[src/rtl/mcu_sequencer_p.sv]
// Instruction sequencer: fetches 16-bit words over a ROM req/ack and dispatches them to ALU, RAM, port and branch logic.
// Requests are held stable until acked; ALU ops take ALU_LAT wait cycles; HALT is left only through rst.
module mcu_sequencer_p #(
  parameter int DW          = 16,
  parameter int PCW         = 8,
  parameter int RAW         = 8,
  parameter int ALU_LAT     = 3,
  parameter int STACK_DEPTH = 4,
  parameter int HALT_PC     = 128
) (
  input  logic            clk,
  input  logic            rst,
  output logic            rom_req,
  output logic [PCW-1:0]  rom_addr,
  input  logic            rom_ack,
  input  logic [15:0]     rom_data,
  output logic            ram_req,
  output logic            ram_we,
  output logic [RAW-1:0]  ram_addr,
  output logic [DW-1:0]   ram_wdata,
  input  logic            ram_ack,
  input  logic [DW-1:0]   ram_rdata,
  output logic [3:0]      alu_func,
  output logic [DW-1:0]   alu_a,
  output logic [DW-1:0]   alu_b,
  input  logic [2*DW-1:0] alu_result,
  input  logic [DW-1:0]   port_in,
  output logic [DW-1:0]   port_out,
  output logic [15:0]     instr_out,
  output logic            halted,
  output logic            fault
);
  localparam int SPW = $clog2(STACK_DEPTH + 1);
  localparam int CW  = (ALU_LAT > 1) ? $clog2(ALU_LAT) : 1;

  typedef enum logic [2:0] {S_FETCH, S_EXEC, S_ALU_WAIT, S_MEM_WAIT, S_HALT} state_t;

  state_t           r_state, w_state_nxt;
  logic [PCW-1:0]   r_pc;
  logic [DW-1:0]    r_ar, r_br, r_hacc, r_port_out, r_ram_wdata;
  logic [15:0]      r_ir;
  logic [SPW-1:0]   r_sp;
  logic [PCW-1:0]   r_stack [STACK_DEPTH];
  logic [CW-1:0]    r_cnt;
  logic [3:0]       r_alu_func;
  logic             r_ram_we, r_fault;
  logic [RAW-1:0]   r_ram_addr;

  logic [2:0]       w_cls;
  logic [3:0]       w_func;
  logic [7:0]       w_imm;
  logic [DW-1:0]    w_imm_dw;
  logic [PCW-1:0]   w_pc_inc, w_target, w_top;
  logic             w_at_halt, w_full, w_empty, w_illegal, w_jump;

  assign w_cls     = r_ir[15:13];
  assign w_func    = r_ir[11:8];
  assign w_imm     = r_ir[7:0];
  assign w_imm_dw  = DW'({{DW{1'b0}}, w_imm});
  assign w_target  = PCW'({{PCW{1'b0}}, w_imm});
  assign w_pc_inc  = r_pc + PCW'(1);
  assign w_at_halt = (32'(r_pc) >= 32'(HALT_PC));
  assign w_full    = (r_sp == SPW'(STACK_DEPTH));
  assign w_empty   = (r_sp == '0);

  always_comb begin
    w_top = '0;
    for (int i = 0; i < STACK_DEPTH; i++)
      if (r_sp == SPW'(i + 1)) w_top = r_stack[i];
  end

  always_comb begin
    w_state_nxt = r_state;
    w_illegal   = 1'b0;
    w_jump      = 1'b0;
    case (r_state)
      S_FETCH: begin
        if (w_at_halt)    w_state_nxt = S_HALT;
        else if (rom_ack) w_state_nxt = S_EXEC;
      end
      S_EXEC: begin
        w_state_nxt = S_FETCH;
        case (w_cls)
          3'b000: w_state_nxt = S_ALU_WAIT;
          3'b001: begin
            if (w_func <= 4'd1)      w_state_nxt = S_MEM_WAIT;
            else if (w_func > 4'd7)  w_illegal   = 1'b1;
          end
          3'b010: begin
            case (w_func)
              4'd0:    w_jump = (r_ar == '0);
              4'd1:    w_jump = (r_ar == r_br);
              4'd2:    w_jump = (r_br != '0);
              4'd3:    w_jump = 1'b1;
              default: w_illegal = 1'b1;
            endcase
          end
          3'b011:  w_illegal = (w_func > 4'd1);
          3'b100: begin
            case (w_func)
              4'd0:    begin w_illegal = w_full; w_jump = 1'b1; end
              4'd1:    w_illegal = w_empty;
              default: w_illegal = 1'b1;
            endcase
          end
          default: w_illegal = 1'b1;
        endcase
        if (w_illegal) w_state_nxt = S_HALT;
      end
      S_ALU_WAIT: if (r_cnt == '0) w_state_nxt = S_FETCH;
      S_MEM_WAIT: if (ram_ack)     w_state_nxt = S_FETCH;
      S_HALT:     w_state_nxt = S_HALT;
      default:    w_state_nxt = S_FETCH;
    endcase
  end

  always_ff @(posedge clk or posedge rst) begin
    if (rst) r_state <= S_FETCH;
    else     r_state <= w_state_nxt;
  end

  always_ff @(posedge clk or posedge rst) begin
    if (rst) begin
      r_pc        <= '0;
      r_ar        <= '0;
      r_br        <= '0;
      r_hacc      <= '0;
      r_ir        <= '0;
      r_sp        <= '0;
      r_cnt       <= '0;
      r_alu_func  <= '0;
      r_ram_we    <= 1'b0;
      r_ram_addr  <= '0;
      r_ram_wdata <= '0;
      r_port_out  <= '0;
      r_fault     <= 1'b0;
      for (int i = 0; i < STACK_DEPTH; i++) r_stack[i] <= '0;
    end else begin
      case (r_state)
        S_FETCH: if (!w_at_halt && rom_ack) r_ir <= rom_data;
        S_EXEC: begin
          if (w_illegal) begin
            r_fault <= 1'b1;
          end else begin
            case (w_cls)
              3'b000: begin
                r_alu_func <= (w_func >= 4'd1 && w_func <= 4'd9) ? w_func : 4'd0;
                r_cnt      <= CW'(ALU_LAT - 1);
              end
              3'b001: begin
                case (w_func)
                  4'd0, 4'd1: begin
                    r_ram_we    <= w_func[0];
                    r_ram_addr  <= RAW'({{RAW{1'b0}}, w_imm});
                    r_ram_wdata <= r_ar;
                  end
                  4'd2:    r_ar <= r_br;
                  4'd3:    r_br <= r_ar;
                  4'd4:    r_ar <= w_imm_dw;
                  4'd5:    r_br <= w_imm_dw;
                  4'd6:    r_ar <= {r_ar[DW-9:0], w_imm};
                  default: r_ar <= r_hacc;
                endcase
                if (w_func > 4'd1) r_pc <= w_pc_inc;
              end
              3'b010: begin
                if (w_func == 4'd2) r_br <= r_br - DW'(1);
                r_pc <= w_jump ? w_target : w_pc_inc;
              end
              3'b011: begin
                if (w_func == 4'd0) r_ar <= port_in;
                else                r_port_out <= r_ar;
                r_pc <= w_pc_inc;
              end
              default: begin
                // Only the stack class gets here; every other class was flagged illegal.
                if (w_func == 4'd0) begin
                  for (int i = 0; i < STACK_DEPTH; i++)
                    if (r_sp == SPW'(i)) r_stack[i] <= w_pc_inc;
                  r_sp <= r_sp + SPW'(1);
                  r_pc <= w_target;
                end else begin
                  r_sp <= r_sp - SPW'(1);
                  r_pc <= w_top;
                end
              end
            endcase
          end
        end
        S_ALU_WAIT: begin
          if (r_cnt == '0) begin
            r_ar   <= alu_result[DW-1:0];
            r_hacc <= alu_result[2*DW-1:DW];
            r_pc   <= w_pc_inc;
          end else begin
            r_cnt <= r_cnt - CW'(1);
          end
        end
        S_MEM_WAIT: begin
          if (ram_ack) begin
            if (!r_ram_we) r_ar <= ram_rdata;
            r_ram_we <= 1'b0;
            r_pc     <= w_pc_inc;
          end
        end
        default: ;
      endcase
    end
  end

  // rst gates the fetch request so nothing is asserted while reset is held.
  assign rom_req   = (r_state == S_FETCH) && !w_at_halt && !rst;
  assign rom_addr  = r_pc;
  assign ram_req   = (r_state == S_MEM_WAIT);
  assign ram_we    = r_ram_we;
  assign ram_addr  = r_ram_addr;
  assign ram_wdata = r_ram_wdata;
  assign alu_func  = r_alu_func;
  assign alu_a     = r_ar;
  assign alu_b     = r_br;
  assign port_out  = r_port_out;
  assign instr_out = r_ir;
  assign halted    = (r_state == S_HALT);
  assign fault     = r_fault;
endmodule
[config.mk]
export PLATFORM = sky130hd
export DESIGN_NAME = mcu_sequencer_p
export DESIGN_NICKNAME = d
export VERILOG_FILES = /design/src/rtl/mcu_sequencer_p.sv
export SDC_FILE = /design/constraint.sdc
export NUM_CORES = 1
export LEC_CHECK = 0
export BUFFER_PORTS_ARGS = -buffer_cell sky130_fd_sc_hd__buf_2
export CAP_MARGIN = 20
export CORE_MARGIN = 10
export CORE_UTILIZATION = 42
export CTS_CLUSTER_SIZE = 20
export DETAILED_ROUTE_END_ITERATION = 16
export SYNTH_ARGS = -nofsm -noshare
export SYNTH_HDL_FRONTEND = slang
export SYNTH_SLANG_ARGS = --single-unit
[constraint.sdc]
create_clock -name clk -period 4.9 [get_ports clk]
set_input_delay 0 -clock clk [delete_from_list [all_inputs] [get_ports clk]]
set_output_delay 0 -clock clk [all_outputs]
set_load 0.005 [all_outputs]
==> results of run 1 <==
-- worst paths after layout --
kind,cells past startpoint,slack (ns),endpoint,from
worst max-delay path,8,1.87,rom_addr[1],instr_out[9]
worst min-delay path,4,0.002,alu_a[7],ram_rdata[7]
worst max register to register,8,1.87,rom_addr[1],instr_out[9]
worst min register to register,2,0.46,ram_wdata[11],ram_wdata[11]
max in group asynchronous,5,3.33,ram_wdata[10],rst
min in group asynchronous,4,0.57,r_stack[20],rst
-- flip-flops by register name (all words and copies together), names as in the netlist, 3 cells and up --
name and flops:
alu_a 16, ram_wdata 16, r_state 3, r_stack 32, r_hacc 16, r_sp 3
alu_func 4, alu_b 16, ram_addr 8, instr_out 16, rom_addr 8, port_out 16
-- worst register-to-register path, cell delays in order, from the launching register on --
cell and delay (ns):
dfrtp_1 0.55, or3_1 0.57, a211oi_1 0.26, o22ai_1 0.18, o21ai_1 0.24, nand2_1 0.40
a2111oi_0 0.48, o21ai_1 0.11, o311a_1 0.12
-- power groups by stage --
stage / clock network, mW / registers (mW) / logic [mW]
after CTS: 1.37 / 2.44 / 2.90
after global routing: 1.42 / 2.53 / 3.25
after global placement: 0 / 2.45 / 2.80
after detailed placement: 0 / 2.46 / 2.82
after floorplan: 0 / 2.14 / 2.00
final: 1.35 / 2.46 / 2.90
-- cell type report --
cell class,count,share of cell area [%]
clock inverters,12,1.271
clock buffers,19,4.259
flip-flops and latches,158,37.18
well taps,265,3.118
multi-input cells,674,38.60
inverters,23,0.8589
repair buffers,251,14.71
-- repair_timing --
action / in CTS / in global routing
hold buffers: 49 / 0
hold endpoints to repair: 200 / 0
endpoints found under the setup margin: 0 / 0
-- cell families (layout without fill, tap and decap cells) --
| group | after synthesis | after routing | share of synthesized area [%] |
|---|---|---|---|
| AOI/OAI and AO/OA | 248 | 248 | 18.09 |
| buffers and inverters | 86 | 305 | 4.046 |
| xor gates and xnor gates | 26 | 26 | 2.717 |
| muxes | 77 | 77 | 10.12 |
| adders and majority gates | 10 | 10 | 1.493 |
| and+or+nand+nor | 313 | 313 | 16.35 |
| DFF | 158 | 158 | 47.18 |
-- placed cells by master, fill, tap and decap left out, types with 8 or more instances in the layout --
cell           netlist  routed
inv_1               23      22
nand2_1            165     165
a311oi_1            10      10
o21ai_0             84      84
a22oi_1             10      10
mux2_2              52      52
clkbuf_16            0      17
nor2_1              82      82
buf_4                0      10
mux2_1              10      10
buf_2                7     188
ha_1                10      10
a21oi_1             61      61
dfrtp_1            158     158
xnor2_1             19      19
nand3_1             10      10
o21ai_1             26      25
a222oi_1            14      14
dlygate4sd3_1        0      49
nor4_1               8       8
nor3_1              13      13
mux2i_1             15      15
-- metal layers --
layer | share of wire (%) | wire (um) | vias to the layer above | track usage [%]
met5 | 0 | 0 | - | 0
li1 | - | - | 3675 | -
met3 | 8.0 | 2221 | 29 | 5.236
met1 | 44 | 12250 | 3626 | 28.49
met2 | 46 | 12750 | 293 | 32.09
met4 | 1.4 | 385 | 0 | 6.121
-- metrics by stage --
step           utilization [%]  instance area (um2)  setup WS [ns]
2_1_floorplan                -                 8381         0.6251
3_3_place_gp             48.74                 9518          1.591
3_5_place_dp             48.74                 9518          1.518
4_1_cts                  54.27                10600          1.487
5_1_grt                  54.46                10630          1.564
6_report                 54.46                10630          1.872
==> metrics.md, run 1 <==
| Metric | Value |
|---|---|
| Status | completed |
| Initial detailed-routing violation count | 715 |
| Critical path startpoint category | flop |
| Asr flop ratio synth | 100.0% |
| NetSw | 2.937 mW |
| I/O Pins | 189 |
| Yosys cell types | 56 |
| Slowest Stage Delay on Critical Path | 0.57 ns |
| Critical Path RT | 5.22 ns |
| Tmin final | 3.028 ns |
| Die X-Extent | 161.3 um |
| Routed Antenna Nets | 0 |
| Commonest cells post-synth | nand2_1 (165), dfrtp_1 (158), o21ai_0 (84), nor2_1 (82), a21oi_1 (61) |
| Fraction of layout cells with a size suffix above 1 | 25.95% |
| Fin nets | 1219 |
| Maximum clock path buffer count | 2 |
| Vias after detailed routing | 7623 |
| Comb pwr share | 43.3% |
| Slew Limit Fails | 0 |
| Hold WS | 0.001757 ns |
| Sequential-to-total area share from yosys stat | 47.18% |
| Final Setup Violations | 0 |
| Worst path bufs/invs | 0 |
| Initial Util | 42.92% |
| Maxcap violations | 0 |
| CP max stage cell | or3_1 |
| Register Area | 3954 um2 |
| Synth area leader | dfrtp_1 |
| Area of the multi-input gates | 4105 um2 |
| Routed vias/inst | 5.437 |
| Final Hold Viols | 0 |
| Pint | 3.777 mW |
| Diode count | 0 |
| Post-CTS setup buffers | 0 |
| CTS buffer count | 17 |
| Aggregate global routing overflow | 0 |
| Die height | 161.3 um |
| Data arrival, critical path | 3.34 ns |
| Max VDD drop | 0.0003192 V |
| Placed cells | 1319 |
| Top-area cell type share of the netlist area | 47.18% |
| Sequential share of power | 36.7% |
| Pin count of the biggest net entering global routing | 159 |
| Worst path cell trace | or3_1 -> a211oi_1 -> o22ai_1 -> o21ai_1 -> nand2_1 -> a2111oi_0 -> o21ai_1 -> o311a_1 |
| First-pass GRT wire length | 43.62 mm |
| Final Cycle Share | 61.79% |
| Antenna violations before repair | 0 |
| CTS clk-pin slew, worst paths | 0.07 ns |
| Top delay family on crit path | compound AO/OA/AOI/OAI gates |
| Non-Filler Instances | 1402 |
| F_max | 0.3303 GHz |
| Area growth syn-to-layout | 26.89% |
| Fin Clk Skew | 0.004444 ns |
| Skew-Pair Late Insertion Delay | 0.43 ns |
| Synthesized net count | 1012 |
| Most frequent CP cell | o21ai_1 |
| Htree depth | 4 |
| Unrepaired setup endpoints after global routing | false |
| Cell Area, Synth | 8381 um2 |
| Crit end category | flop |
| GRT Util Overall | 20.89% |
| Sw Ratio | 43.74% |
| Pwr Density | 631.4 nW/um2 |
| Clock Sinks | 158 |
| Worst hold path type | in2reg |
| Final RePlAce weighted congestion | 0.8655 |
| TritonCTS clock tree | yes |
| WS Path Type | reg2reg |
| Top cells by area, synth | dfrtp_1 (47%), nand2_1 (7.4%), mux2_2 (7.0%) |
| Leakage | 5.011 nW |
| Post-synth EDFFs | 0 |
| Tightest Pin Transition | 1.051 ns |
| Most frequent cell after synthesis | nand2_1 |
| Crit-path max FO | 17 |
| Core Footprint | 19530 um2 |
| Routed WL | 27.61 mm |
| WL/cell | 19.69 um |
| Synth Flop Type | dfrtp_1 |
| YS warnings | 0 |
| Initial DRT Pass Iterations | 5 |
| Clock power frac | 20.0% |
| Port buffer count | 188 |
| Full die area | 26000 um2 |
| Slew Limit Headroom | 29.76% |
| Fill count | 1773 |
| Mapped Cells | 918 |
| Post-CTS Resized | 0 |
| Total power | 6.714 mW |
| Root Buffer Master | clkbuf_16 |
| Core Rows | 51 |
| Residual DRC count | 0 |
| Synthesized area per cell | 9.129 um2 |
| Fin Setup TNS | 0 ns |
| Yosys reg bits | 158 |
| Vias in the first global route | 7576 |
| Hpwl dp | 19.47 mm |
(Power assumes the default switching activity.)
==> run 2, diff against run 1 <==
Settings changed: ABC_AREA from default to 1, PLACE_DENSITY from default to 0.67.
Clock period 4.9 ns to 2.4 ns, I/O delays scaled along.
==> metrics.md, run 2 <==
| Metric | Value |
|---|---|
| WL/cell | 18.84 um (-4.3%) |
| Vias in the first global route | 8418 (+11%) |
| Final Hold Viols | 0 (unchanged) |
| Die height | 162.2 um (+0.61%) |
| Non-Filler Instances | 1628 (+16%) |
| Routed Antenna Nets | 0 (unchanged) |
| Diode count | 0 (unchanged) |
| Initial Util | 43.23% (+0.31 points) |
| Area growth syn-to-layout | 31.35% |
| Initial detailed-routing violation count | 1035 (+45%) |
| Max VDD drop | 0.0004557 V (+43%) |
| Initial DRT Pass Iterations | 7 (+2) |
| End-of-flow core utilization | 56.79% (+2.3 points) |
| Most frequent cells in the layout | nand2_1 (257), buf_2 (188), dfrtp_1 (157) |
| Post-CTS setup buffers | 0 (unchanged) |
| Crit-path max FO | 11 (-6) |
| F_max | 0.4515 GHz (+37%) |
| Final RePlAce weighted congestion | 0.9325 (+7.7%) |
| Asr flop ratio synth | 100.0% (unchanged) |
| Most frequent cell after synthesis | nand2_1 |
| Routed WL | 30.68 mm (+11%) |
| YS warnings | 0 (unchanged) |
| GRT Util Overall | 22.94% (+2.0 points) |
| Fin Clk Skew | 0.007821 ns (+0.003377 ns) |
| Worst hold path type | in2reg |
| Core Footprint | 19650 um2 (+0.65%) |
| CP max stage cell | dlygate4sd3_1 |
| Vias after detailed routing | 8767 (+15%) |
| Data arrival, critical path | 2.58 ns (-0.76 ns) |
| Cell Area, Synth | 8497 um2 (+1.4%) |
| Unrepaired setup endpoints after global routing | false |
| Mapped Cells | 1086 (+18%) |
| R2r setup slk | 0.18 ns (-1.69 ns) |
| Synth Flop Type | dfrtp_1 |
| Residual DRC count | 0 (unchanged) |
| Maximum clock path buffer count | 2 (unchanged) |
| Max reg flops | 32 (unchanged) |
| Critical Path RT | 2.77 ns (-2.45 ns) |
| WS Path Type | reg2reg |
| Hpwl dp | 22.25 mm (+14%) |
| Maxcap violations | 0 (unchanged) |
| Leakage | 5.626 nW (+12%) |
| Worst path cell trace | inv_2 -> nand2_2 -> nor2_2 -> inv_1 -> nor2_1 -> nand2_2 -> inv_1 -> nor2_1 -> o21ai_0 -> dlygate4sd3_1 |
| Slowest Stage Delay on Critical Path | 0.57 ns (about the same) |
| Total power | 6.359 mW (-5.3%) |
| Root Buffer Master | clkbuf_16 |
| Post-synth EDFFs | 0 (unchanged) |
| Final Setup Violations | 0 (unchanged) |
| Commonest non-fill, non-tap cell in the layout | nand2_1 |
| Pwr Density | 569.8 nW/um2 (-9.8%) |
| Antenna violations before repair | 0 (unchanged) |
| Core Rows | 51 (unchanged) |
| Htree depth | 4 (unchanged) |
| Clock Sinks | 158 (unchanged) |
| Critical path startpoint category | flop |
| Reg with most FFs | r_stack |
| Top-area cell type share of the netlist area | 46.53% (-0.65 points) |
| Fin Setup TNS | 0 ns (unchanged) |
| Die X-Extent | 162.2 um (+0.61%) |
| Synth area leader | dfrtp_1 |
| CTS buffer count | 17 (unchanged) |
| Tmin final | 2.215 ns (-0.8127 ns) |
| Yosys cell types | 41 (-27%) |
| Crit end category | flop |
| TritonCTS clock tree | yes |
| Top cells by area, synth | dfrtp_1 (47%), nand2_1 (11%), o21ai_0 (7.4%) |
| Pin count of the biggest net entering global routing | 134 (-16%) |
| Slew Limit Headroom | 47.21% (+17 points) |
| Synthesized net count | 1180 (+17%) |
| First-pass GRT wire length | 48.05 mm (+10%) |
| I/O Pins | 189 (unchanged) |
| Status | completed |
| Full die area | 26320 um2 (+1.2%) |
| Commonest cells post-synth | nand2_1 (259), dfrtp_1 (158), o21ai_0 (125), nor2_1 (97), inv_1 (87) |
| Routed vias/inst | 5.385 (-0.96%) |
| Port buffer count | 188 (unchanged) |
| Synthesized area per cell | 7.824 um2 (-14%) |
| Fin nets | 1444 (+18%) |
| Fill count | 1883 (+6.2%) |
| Aggregate global routing overflow | 0 (unchanged) |
| Sequential-to-total area share from yosys stat | 46.53% (-0.65 points) |
| Skew-Pair Late Insertion Delay | 0.43 ns (about the same) |
| Fraction of layout cells with a size suffix above 1 | 24.14% (-1.8 points) |
| Yosys reg bits | 158 (unchanged) |
| Placed cells | 1536 (+16%) |
| CTS clk-pin slew, worst paths | 0.06 ns (about the same) |
| Slew Limit Fails | 0 (unchanged) |
| Tightest Pin Transition | 0.7919 ns (-0.2592 ns) |
| Final Cycle Share | 92.29% (+31 points) |
-- run 2: changes by cell type in the layout (fill, tap and decap cells not counted), sizes merged, moves of 11 or more --
cell | previous run | this run
nand2 | 165 | 263
inv | 26 | 99
nand3 | 10 | 69
o21ai | 110 | 164
mux2 | 62 | 17
buf | 202 | 232
nor2 | 82 | 104
xnor2 | 19 | 3
a222oi | 14 | 0
mux2i | 15 | 1
o211ai | 0 | 14
a21oi | 61 | 72
nor4 | 11 | 0
-- run 2: through the flow --
stage	setup WS [ns]	hold slack (ns)	area, um2
after floorplan	0.3991	0.03110	8501
after global placement	0.2270	0.1422	9922
after detailed placement	0.1535	0.1416	9922
after CTS	0.1381	0.001611	11110
after global routing	0.006064	0.01432	11160
final	0.1849	0.0008139	11160
-- run 2: report_power, final --
group / total [mW] / internal, mW / switching, mW
combinational: 0.691 / 0.295 / 0.396
sequential: 2.87 / 2.75 / 0.116
clock: 2.80 / 1.64 / 1.16
-- run 2: layout make-up --
type                            instances  area, um2  share of cell area, %
Multi-Input combinational cell        781       3986                  35.72
Clock buffer                           19      432.9                  3.879
Inverter                              101      386.6                  3.464
Sequential cell                       158       3955                  35.44
Timing Repair Buffer                  291       1903                  17.05
Clock inverter                         13      165.2                  1.480
Tap cell                              265      331.6                  2.971
-- run 2: cell families (layout without fill, tap and decap cells) --
kind of cell | after synthesis | in the layout | share of synthesized area (%)
simple gates | 453 | 454 | 22.50
buf+inv | 148 | 424 | 7.039
flops | 158 | 158 | 46.53
compound gates | 286 | 286 | 18.75
xor+xnor | 13 | 13 | 1.340
fa+ha+maj | 10 | 10 | 1.473
mux | 18 | 18 | 2.371
-- run 2: critical path, delay by kind of cell (launching register included) --
family          cells  cell delay, ns
compound gates      1            0.15
flops               1            0.42
simple gates        5            0.69
buf+inv             4            0.88
-- run 2: layer usage --
layer | vias up | GRT usage [%] | share of wire (%) | routed length, um
li1 | 4154 | - | - | -
met1 | 4159 | 31.85 | 44 | 13590
met2 | 413 | 34.84 | 45 | 13960
met3 | 41 | 4.879 | 8.3 | 2553
met4 | 0 | 7.361 | 1.9 | 578
met5 | - | 0 | 0 | 0
-- run 2: worst paths after layout --
check | start | to | depth (start not counted)
max | instr_out[15] | r_state[0] | 10
min | alu_result[12] | alu_a[12] | 5
max reg2reg | instr_out[15] | r_state[0] | 10
min reg2reg | port_out[7] | port_out[7] | 2
max in group asynchronous | rst | ram_wdata[12] | 4
min in group asynchronous | rst | alu_func[3] | 4
-- run 2: what timing repair did --
| item | in CTS | in global routing |
|---|---|---|
| resized for setup | 0 | 11 |
| endpoints found under the setup margin | 0 | 16 |
| hold endpoints to repair | 208 | 0 |
| hold buffers | 59 | 0 |
==> run 3, diff against run 2 <==
Settings changed: CTS_BUF_LIST from default to sky130_fd_sc_hd__clkbuf_4 sky130_fd_sc_hd__clkbuf_8 sky130_fd_sc_hd__clkbuf_16.
==> metrics.md, run 3 (synthesis gave the netlist of run 2 again) <==
| Metric | Value |
|---|---|
| Unrepaired setup endpoints after global routing | false |
| Reg with most FFs | r_stack |
| Pin count of the biggest net entering global routing | 134 (unchanged) |
| Initial detailed-routing violation count | 956 (-7.6%) |
| Maximum clock path buffer count | 2 (unchanged) |
| First-pass GRT wire length | 48.06 mm (about the same) |
| Maxcap violations | 0 (unchanged) |
| Fin Clk Skew | 0.007383 ns (-0.0004376 ns) |
| Worst path bufs/invs | 2 (-2) |
| Worst hold path type | in2reg |
| Max VDD drop | 0.0004535 V (-0.49%) |
| TritonCTS clock tree | yes |
| Crit-path max FO | 8 (-3) |
| Root Buffer Master | clkbuf_16 |
| Final Hold Viols | 0 (unchanged) |
| Routed WL | 30.58 mm (-0.31%) |
| Tmin final | 2.234 ns (+0.01919 ns) |
| Diode count | 0 (unchanged) |
| Area growth syn-to-layout | 31.56% |
| Slew Limit Fails | 0 (unchanged) |
| I/O Pins | 189 (unchanged) |
| Final RePlAce weighted congestion | 0.9325 (unchanged) |
| Residual DRC count | 0 (unchanged) |
| Vias in the first global route | 8428 (+0.12%) |
| CP max stage cell | dfrtp_1 |
| Max reg flops | 32 (unchanged) |
| WS Path Type | reg2reg |
| Htree depth | 4 (unchanged) |
| Vias after detailed routing | 8683 (-0.96%) |
| Die height | 162.2 um (unchanged) |
| WL/cell | 18.77 um (-0.37%) |
| Fill count | 1883 (unchanged) |
| Initial Util | 43.23% (unchanged) |
| Register Area | 3955 um2 (unchanged) |
| Skew-Pair Late Insertion Delay | 0.43 ns (about the same) |
| Aggregate global routing overflow | 0 (unchanged) |
| CTS buffer count | 17 (unchanged) |
| Slew Limit Headroom | 48.30% (+1.1 points) |
| Core Footprint | 19650 um2 (unchanged) |
| Fin Setup TNS | 0 ns (unchanged) |
| Most frequent cells in the layout | nand2_1 (257), buf_2 (188), dfrtp_1 (157) |
| Fraction of layout cells with a size suffix above 1 | 24.27% (+0.13 points) |
| GRT Util Overall | 22.95% (about the same) |
| Initial DRT Pass Iterations | 6 (-1) |
| Crit end category | flop |
| Critical path startpoint category | flop |
| Core Rows | 51 (unchanged) |
| Placed Area | 9922 um2 (unchanged) |
| Data arrival, critical path | 2.55 ns (-0.03 ns) |
| Routed Antenna Nets | 0 (unchanged) |
| CTS clk-pin slew, worst paths | 0.07 ns (about the same) |
| Die X-Extent | 162.2 um (unchanged) |
| Port buffer count | 188 (unchanged) |
| Commonest non-fill, non-tap cell in the layout | nand2_1 |
| Routed vias/inst | 5.330 (-1.0%) |
| Final Cycle Share | 93.09% (+0.80 points) |
| Final Instance Area | 11180 um2 (+0.16%) |
| Fin nets | 1445 (+0.069%) |
| Tightest Pin Transition | 0.7755 ns (-0.01640 ns) |
| Top delay family on crit path | simple AND/OR/NAND/NOR gates |
| F_max | 0.4476 GHz (-0.86%) |
| Slowest Stage Delay on Critical Path | 0.65 ns (+0.08 ns) |
| Antenna violations before repair | 0 (unchanged) |
| Worst path cell trace | inv_1 -> nand2_1 -> nand2_1 -> nor2_1 -> nand2_1 -> nor2_1 -> nand3_1 -> nand3_1 -> nand2_1 -> nand2_1 -> buf_4 -> nand3_1 -> nand3_1 -> nand2_1 -> nand2_1 -> nand2_1 |
| Clock Sinks | 158 (unchanged) |
| Hpwl dp | 22.25 mm (unchanged) |
| Status | completed |
| Area of the multi-input gates | 3986 um2 (unchanged) |
| Pwr Density | 569.4 nW/um2 (about the same) |
| Most frequent CP cell | nand2_1 |
| Full die area | 26320 um2 (unchanged) |
| Leakage | 5.635 nW (+0.15%) |
| Final Setup Violations | 0 (unchanged) |
| Critical Path RT | 2.72 ns (-0.05 ns) |
[run 3: layer usage]
layer	vias to the layer above	routed length, um	GRT usage, %
met4	0	571	7.320
met2	375	13930	34.96
met3	40	2414	4.853
li1	4159	-	-
met5	-	0	0
met1	4109	13670	31.83
[run 3: power by group]
part           switching, mW  internal, mW  total, mW  leakage (nW)
registers              0.116          2.75       2.87          2.03
clock network           1.14          1.66       2.81         0.287
logic                  0.395         0.295      0.690          3.32
[run 3: layout make-up]
class | instances | share of cell area (%)
clock buffers | 19 | 3.940
clock inverters | 13 | 1.478
inverters | 101 | 3.459
multi-input cells | 781 | 35.66
flip-flops and latches | 158 | 35.38
well taps | 265 | 2.966
repair buffers | 292 | 17.11
[run 3: worst reg2reg max path, stage by stage, from the launching register on]
cell	delay [ns]
dfrtp_1	0.65
inv_1	0.18
nand2_1	0.09
nand2_1	0.06
nor2_1	0.15
nand2_1	0.07
nor2_1	0.09
nand3_1	0.10
nand3_1	0.08
nand2_1	0.05
nand2_1	0.09
buf_4	0.16
nand3_1	0.09
nand3_1	0.10
nand2_1	0.05
nand2_1	0.06
nand2_1	0.05
[run 3: metrics by stage]
stage,setup WS [ns],cells,util (%),hold slack [ns],total power [mW]
floorplan,0.3991,1086,-,0.03110,3.187
finish,0.1657,1629,56.88,0.01455,6.365
global placement,0.2270,1536,50.48,0.1422,3.518
CTS,0.1381,1628,56.62,0.002301,6.381
global route,0.006059,1629,56.88,0.03130,6.599
detailed placement,0.1535,1536,50.48,0.1416,3.526
[run 3: repair_timing]
item                       4_1_cts  5_1_grt
setup buffers                    0        0
gates resized for setup          0       11
hold buffers                    60        0
hold endpoints to repair       208        0
setup endpoints to repair        0       16
[run 3: path summary, 6_finish.rpt]
path                               startpoint  slack (ns)           to  cells after the start
worst min-delay path            alu_result[7]        0.01     alu_a[7]                      5
max in group asynchronous                 rst        1.46     alu_b[2]                      4
worst max register to register       alu_a[4]        0.17  rom_addr[6]                     16
worst max-delay path                 alu_a[4]        0.17  rom_addr[6]                     16
worst min register to register    port_out[7]        0.48  port_out[7]                      2
min in group asynchronous                 rst        0.23  alu_func[3]                      4
